===== config.mk =====
export PLATFORM = sky130hd
export DESIGN_NAME = sram_stream_reader
export DESIGN_NICKNAME = d
export VERILOG_FILES = /design/src/rtl/sram_pkg.sv /design/src/rtl/sram_stream_fifo.sv /design/src/rtl/sram_stream_reader.sv
export SDC_FILE = /design/constraint.sdc
export NUM_CORES = 1
export LEC_CHECK = 0
export BUFFER_PORTS_ARGS = -buffer_cell sky130_fd_sc_hd__buf_2
export CORE_AREA = 2 2 130 132
export CTS_CLUSTER_SIZE = 24
export DETAILED_ROUTE_END_ITERATION = 10
export DIE_AREA = 0 0 132 134
export GPL_ROUTABILITY_DRIVEN = 0
export PLACE_DENSITY_LB_ADDON = 0.12
export SYNTH_ARGS = -nofsm -noshare
export SYNTH_HDL_FRONTEND = slang
export SYNTH_SLANG_ARGS = --single-unit

===== constraint.sdc =====
create_clock -name clk -period 4.65 [get_ports clk]
set_clock_uncertainty 0.1 [all_clocks]
set_input_delay 0.6975 -clock clk [delete_from_list [all_inputs] [get_ports clk]]
set_output_delay 0.6975 -clock clk [all_outputs]
set_load 0.05 [all_outputs]

===== src/rtl/sram_pkg.sv =====
// Shared SRAM request-port definitions: data/address widths and the
// one-hot state encoding used by the stream reader.
package sram_pkg;
  localparam int SRAM_ADDR_W = 21;
  localparam int SRAM_DATA_W = 16;

  typedef logic [SRAM_ADDR_W-1:0] sram_addr_t;
  typedef logic [SRAM_DATA_W-1:0] sram_data_t;

  typedef enum logic [5:0] {
    S_IDLE       = 6'b000001,
    S_ISSUE      = 6'b000010,
    S_WAIT_ACK   = 6'b000100,
    S_WAIT_DATA  = 6'b001000,
    S_DRAIN      = 6'b010000,
    S_ABORT_WAIT = 6'b100000
  } rd_state_e;

  // Bit 20 is the chip select, so a plain modulo-2^21 increment crosses chips.
  function automatic sram_addr_t addr_inc(input sram_addr_t a);
    return a + sram_addr_t'(1);
  endfunction
endpackage


===== src/rtl/sram_stream_fifo.sv =====
// Small synchronous FIFO buffering SRAM read words toward the stream port.
// DEPTH must be a power of two; flush empties it in one cycle.
module sram_stream_fifo
  import sram_pkg::*;
#(
  parameter int DEPTH = 4
) (
  input  logic                   clk,
  input  logic                   rst,
  input  logic                   push,
  input  logic                   pop,
  input  logic                   flush,
  input  sram_data_t             din,
  output sram_data_t             dout,
  output logic [$clog2(DEPTH):0] count,
  output logic                   empty,
  output logic                   full
);
  localparam int AW = $clog2(DEPTH);

  sram_data_t    mem_q [DEPTH];
  logic [AW-1:0] wr_ptr_q, rd_ptr_q;
  logic [AW:0]   count_q;
  logic          push_ok, pop_ok;

  assign empty   = (count_q == '0);
  assign full    = (count_q == (AW+1)'(DEPTH));
  assign push_ok = push && !full;
  assign pop_ok  = pop && !empty;
  assign count   = count_q;
  // Gate the head word so an empty FIFO presents zero data.
  assign dout    = empty ? '0 : mem_q[rd_ptr_q];

  always_ff @(posedge clk) begin
    if (rst || flush) begin
      wr_ptr_q <= '0;
      rd_ptr_q <= '0;
      count_q  <= '0;
    end else begin
      if (push_ok) wr_ptr_q <= wr_ptr_q + AW'(1);
      if (pop_ok)  rd_ptr_q <= rd_ptr_q + AW'(1);
      count_q <= count_q + (AW+1)'(push_ok) - (AW+1)'(pop_ok);
    end
  end

  always_ff @(posedge clk) begin
    if (push_ok) mem_q[wr_ptr_q] <= din;
  end
endmodule


===== src/rtl/sram_stream_reader.sv =====
// Read-side initiator: issues one-at-a-time SRAM reads and streams the words out.
// Optional busy timeout enabled by defining SRAM_STREAM_TIMEOUT_EN.
module sram_stream_reader
  import sram_pkg::*;
#(
  parameter int FIFO_DEPTH     = 4,
  parameter int TIMEOUT_CYCLES = 255
) (
  input  logic                   clk,
  input  logic                   rst,
  input  logic                   start,
  input  logic [SRAM_ADDR_W-1:0] start_addr,
  input  logic [SRAM_ADDR_W-1:0] length,
  input  logic                   abort,
  output logic                   active,
  output logic                   done,
  output logic                   error,
  output logic [SRAM_DATA_W-1:0] m_data,
  output logic                   m_valid,
  input  logic                   m_ready,
  output logic [SRAM_ADDR_W-1:0] mem_addr,
  output logic                   mem_re,
  output logic                   mem_wr,
  input  logic                   mem_busy,
  input  logic [SRAM_DATA_W-1:0] mem_data
);
  localparam int CW    = $clog2(FIFO_DEPTH) + 1;
  localparam int TMO_W = $clog2(TIMEOUT_CYCLES + 1);

  rd_state_e  state_q;
  sram_addr_t cur_addr_q, remaining_q;
  logic       mem_re_q, done_q, error_q;
  logic [CW-1:0] fifo_count, count_after;
  logic       fifo_empty, fifo_full, push, pop, flush, room, in_wait, capture, tmo_fire;
  logic [TMO_W-1:0] tmo_cnt;

  assign in_wait = (state_q == S_WAIT_ACK) || (state_q == S_WAIT_DATA);
  assign capture = (state_q == S_WAIT_DATA) && !mem_busy && !abort;
  assign push    = capture;
  assign pop     = !fifo_empty && m_ready;
  // Room is judged on the occupancy after this cycle's push/pop.
  assign count_after = fifo_count + CW'(push) - CW'(pop);
  assign room        = count_after < CW'(FIFO_DEPTH);
  assign flush = (abort && state_q != S_ABORT_WAIT)
              || (state_q == S_ABORT_WAIT && !mem_busy)
              || tmo_fire;

`ifdef SRAM_STREAM_TIMEOUT_EN
  localparam bit TMO_EN = 1'b1;
  logic [TMO_W-1:0] tmo_cnt_q;
  always_ff @(posedge clk) begin
    if (rst || !in_wait || capture) tmo_cnt_q <= '0;
    else                            tmo_cnt_q <= tmo_cnt_q + TMO_W'(1);
  end
  assign tmo_cnt = tmo_cnt_q;
`else
  localparam bit TMO_EN = 1'b0;
  assign tmo_cnt = '0;
`endif
  assign tmo_fire = TMO_EN && in_wait && !abort
                 && !(state_q == S_WAIT_DATA && !mem_busy)
                 && (tmo_cnt == TMO_W'(TIMEOUT_CYCLES - 1));

  sram_stream_fifo #(.DEPTH(FIFO_DEPTH)) u_fifo (
    .clk   (clk),
    .rst   (rst),
    .push  (push),
    .pop   (pop),
    .flush (flush),
    .din   (mem_data),
    .dout  (m_data),
    .count (fifo_count),
    .empty (fifo_empty),
    .full  (fifo_full)
  );

  always_ff @(posedge clk) begin
    if (rst) begin
      state_q     <= S_IDLE;
      cur_addr_q  <= '0;
      remaining_q <= '0;
      mem_re_q    <= 1'b0;
      done_q      <= 1'b0;
      error_q     <= 1'b0;
    end else begin
      mem_re_q <= 1'b0;
      done_q   <= 1'b0;
      unique case (state_q)
        S_IDLE: if (!abort && start) begin
          cur_addr_q  <= start_addr;
          remaining_q <= length;
          error_q     <= 1'b0;
          if (length == '0) state_q <= S_DRAIN;
          else if (room) begin
            mem_re_q <= 1'b1;
            state_q  <= S_WAIT_ACK;
          end else state_q <= S_ISSUE;
        end
        S_ISSUE: if (abort) state_q <= S_IDLE;
          else if (room) begin
            mem_re_q <= 1'b1;
            state_q  <= S_WAIT_ACK;
          end
        S_WAIT_ACK: if (abort) state_q <= S_ABORT_WAIT;
          else if (tmo_fire) begin
            error_q <= 1'b1;
            state_q <= S_IDLE;
          end else if (mem_busy) state_q <= S_WAIT_DATA;
        S_WAIT_DATA: if (abort) state_q <= S_ABORT_WAIT;
          else if (!mem_busy) begin
            cur_addr_q  <= addr_inc(cur_addr_q);
            remaining_q <= remaining_q - sram_addr_t'(1);
            if (remaining_q == sram_addr_t'(1)) state_q <= S_DRAIN;
            else if (room) begin
              mem_re_q <= 1'b1;
              state_q  <= S_WAIT_ACK;
            end else state_q <= S_ISSUE;
          end else if (tmo_fire) begin
            error_q <= 1'b1;
            state_q <= S_IDLE;
          end
        S_DRAIN: if (abort) state_q <= S_IDLE;
          else if (fifo_empty) begin
            done_q  <= 1'b1;
            state_q <= S_IDLE;
          end
        S_ABORT_WAIT: if (!mem_busy) state_q <= S_IDLE;
        default: state_q <= S_IDLE;
      endcase
    end
  end

  assign active   = (state_q != S_IDLE);
  assign done     = done_q;
  assign error    = error_q;
  assign m_valid  = !fifo_empty;
  assign mem_addr = cur_addr_q;
  assign mem_re   = mem_re_q;
  assign mem_wr   = 1'b0;
endmodule


==> impl_metrics.json <==
{
  "clock_latency_ns": 0.41,
  "cts_max_level": 4,
  "drive_gt1_frac": 0.281,
  "synth_top_area_share": 0.306,
  "port_buffers": 104,
  "placedInstanceArea_um2": 6950,
  "fin_cells": 918,
  "synth_edf_count": 64,
  "antenna_left": 0,
  "cts_buffers": 17,
  "cts_tree": "done",
  "seq_area_um2": 3100,
  "crit_path_max_fanout": 20,
  "rsz0062_at_grt": "no",
  "outcome": "finished, final reports clean",
  "worst-path-buf-inv": 2,
  "r2r_start": "u_fifo.count[1]$_SDFF_PP0_",
  "irDropWorstVdd_mv": 0.327,
  "fmax_mhz": 307,
  "crit_path_end": "state_q[3]$_SDFFE_PP0P_",
  "dp_cells": 886,
  "cts_buffer_depth": 2,
  "synth_top_area_cell": "edfxtp_1",
  "critPathTopFamily": "simple AND/OR/NAND/NOR gates",
  "overflow": 0,
  "io_pins": 107,
  "remaining_drc_errors": 0,
  "yosysMostFrequentCell": "edfxtp_1",
  "avgSynthCellArea_um2": 10.6,
  "cts_sinks": 123,
  "vias": 5108,
  "wl_mm": 16.6,
  "multi_input_area_um2": 2910,
  "ctsHoldBuffers": 0,
  "power_leakage_nw": 2.73,
  "setup_viol": 0,
  "nNetsFinal": 760,
  "path_class": "reg2reg",
  "drv_cap": 0,
  "startpoint": "u_fifo.count[1]$_SDFF_PP0_",
  "n_antenna_cell": 0,
  "p_per_area_nw_per_um2": 457,
  "crit_path_start_kind": "flop",
  "finalCriticalPeriod_ns": 3.25,
  "crit_arrival_ns": 3.48,
  "grt_max_degree": 40,
  "r2r_end": "state_q[3]$_SDFFE_PP0P_",
  "synth.cell_area_um2": 6280,
  "dieArea_um2": 17700,
  "die_h_um": 134,
  "cp.depth": 11,
  "post-route-period-util": 0.699,
  "final_area_um2": 7540,
  "ys_seq_area_frac": 0.494,
  "cts-root-buf": "clkbuf_16",
  "worst_slack_ns": 1.40,
  "dp_slack_ns": 1.41,
  "yosysWarnings": 0,
  "crit_path_max_incr_delay_ns": 0.41,
  "path_clk_slew_ns": 0.06,
  "relSlewSlack": 0.240,
  "synth.cells.most_frequent": "edfxtp_1, dfxtp_1, a21oi_1, nor2_1, nand2_1",
  "die_width_um": 132,
  "synthDistinctLibCells": 75,
  "cts_setup_buffers": 0,
  "start_util": 0.385,
  "wire_per_inst_um": 18.1,
  "rows": 47,
  "fin_hold_ws_ns": 0.375,
  "grt_pass1_vias": 4964,
  "slowest_stage": "o21ai_0",
  "worstPathCellList": "nor3_1 -> inv_1 -> and2_1 -> ha_1 -> inv_1 -> ha_1 -> nor2b_1 -> a41oi_1 -> xnor2_1 -> o21ai_0 -> mux2i_1",
  "ys.flop_type": "edfxtp_1",
  "antenna_found_initial": 0,
  "finalHoldViolCount": 0,
  "first_pass_iters": 5,
  "post-dp-hpwl_mm": 11.1,
  "r2r_cells": 11,
  "synth_cells": 590,
  "grt_pass1_wl_mm": 26.4,
  "crit_path_end_kind": "flop",
  "viasPerCell": 5.56,
  "drt_iter0_drc": 287,
  "min_path_cells": 2,
  "p_total_mw": 3.44,
  "synth-async-reset-ratio": 0,
  "ys_ff_latch": 123,
  "reg2reg_slack_ns": 1.40,
  "cts_resized": 0,
  "grt_usage": 0.190,
  "synthTopCellsByArea": "edfxtp_1, dfxtp_1, mux4_2",
  "synthToLayoutAreaGrowth_pct": 20.1,
  "coreArea_um2": 16300,
  "fin_util": 0.463,
  "slew_viol_final": 0,
  "tightest_slew_ns": 1.14,
  "required_ns": 4.88,
  "tns_ns": 0,
  "hp-class": "reg2reg",
  "nFillCells": 1585
}
==> worst register-to-register path, stage by stage (launching register included) <==
cell and delay [ns]:
dfxtp_1 0.37, nor3_1 0.31, inv_1 0.38, and2_1 0.33, ha_1 0.23, inv_1 0.07, ha_1 0.21, nor2b_1 0.13
a41oi_1 0.23, xnor2_1 0.16, o21ai_0 0.41, mux2i_1 0.23
==> layout make-up <==
cell class | count | area share
multi-input combinational | 411 | 0.386
clock buffer | 17 | 0.0564
sequential | 123 | 0.411
tap | 220 | 0.0365
inverter | 18 | 0.00896
clock inverter | 15 | 0.0214
timing repair buffer | 114 | 0.0790
==> state kept, by name (all words and copies together) (netlist names), named ones only <==
| signal | count |
|---|---|
| state_q | 6 |
| done | 1 |
| u_fifo.mem_q | 64 |
| u_fifo.wr_ptr_q | 2 |
| remaining_q | 21 |
| mem_addr | 21 |
| mem_re | 1 |
| u_fifo.count | 3 |
| u_fifo.rd_ptr_q | 2 |
==> routing by layer <==
metal  up-vias  track usage  routed length (µm)
met5         -            0                   0
met4         0       0.0537                 202
met3        13       0.0484                 916
met2       171        0.315                8020
met1      2469        0.246                7500
li1       2455            -                   -
==> layout by cell type, fill, tap and decap left out, types with 7 or more instances in the layout <==
master     count
a211oi_2      12
a21o_1         8
a21oi_1       43
a41oi_1        7
and2_1        23
buf_2        104
buf_4         10
clkbuf_16     17
dfxtp_1       59
edfxtp_1      64
ha_1          10
inv_1         18
mux4_2        16
nand2_1       40
nand2b_1       8
nand3_1       16
nand4_1       11
nor2_1        40
nor3_1        20
nor4_1        10
o21ai_0       36
o22ai_1        7
o31ai_1        8
==> worst min-delay path by stage <==
stage	startpoint	end	slack (ns)
floorplan	remaining_q[17]$_SDFFE_PP0P_	remaining_q[17]$_SDFFE_PP0P_	0.35
global placement	remaining_q[17]$_SDFFE_PP0P_	remaining_q[17]$_SDFFE_PP0P_	0.37
detailed placement	remaining_q[17]$_SDFFE_PP0P_	remaining_q[17]$_SDFFE_PP0P_	0.37
CTS	remaining_q[17]$_SDFFE_PP0P_	remaining_q[17]$_SDFFE_PP0P_	0.38
global route	mem_data[1]	u_fifo.mem_q[1][1]$_DFFE_PP_	0.39
finish	remaining_q[17]$_SDFFE_PP0P_	remaining_q[17]$_SDFFE_PP0P_	0.38
==> kinds of logic (layout without fill, tap and decap cells) <==
family                   count (synthesis)  in the layout  share of synthesized area
XOR/XNOR                                 6              6                    0.00837
buffers and inverters                   57            164                     0.0432
other                                    1              2                   0.000597
flip-flops                             123            123                      0.494
adder cells (fa/ha/maj)                 11             11                     0.0231
AO/OA/AOI/OAI                          167            167                      0.189
multiplexers                            18             18                     0.0606
AND/OR/NAND/NOR                        207            207                      0.181
==> where the power goes <==
group	internal (mW)	switching [mW]
sequential	1.21	0.0940
clock	0.797	0.516
combinational	0.257	0.566
Note: power is estimated with default switching activity, not from simulation.
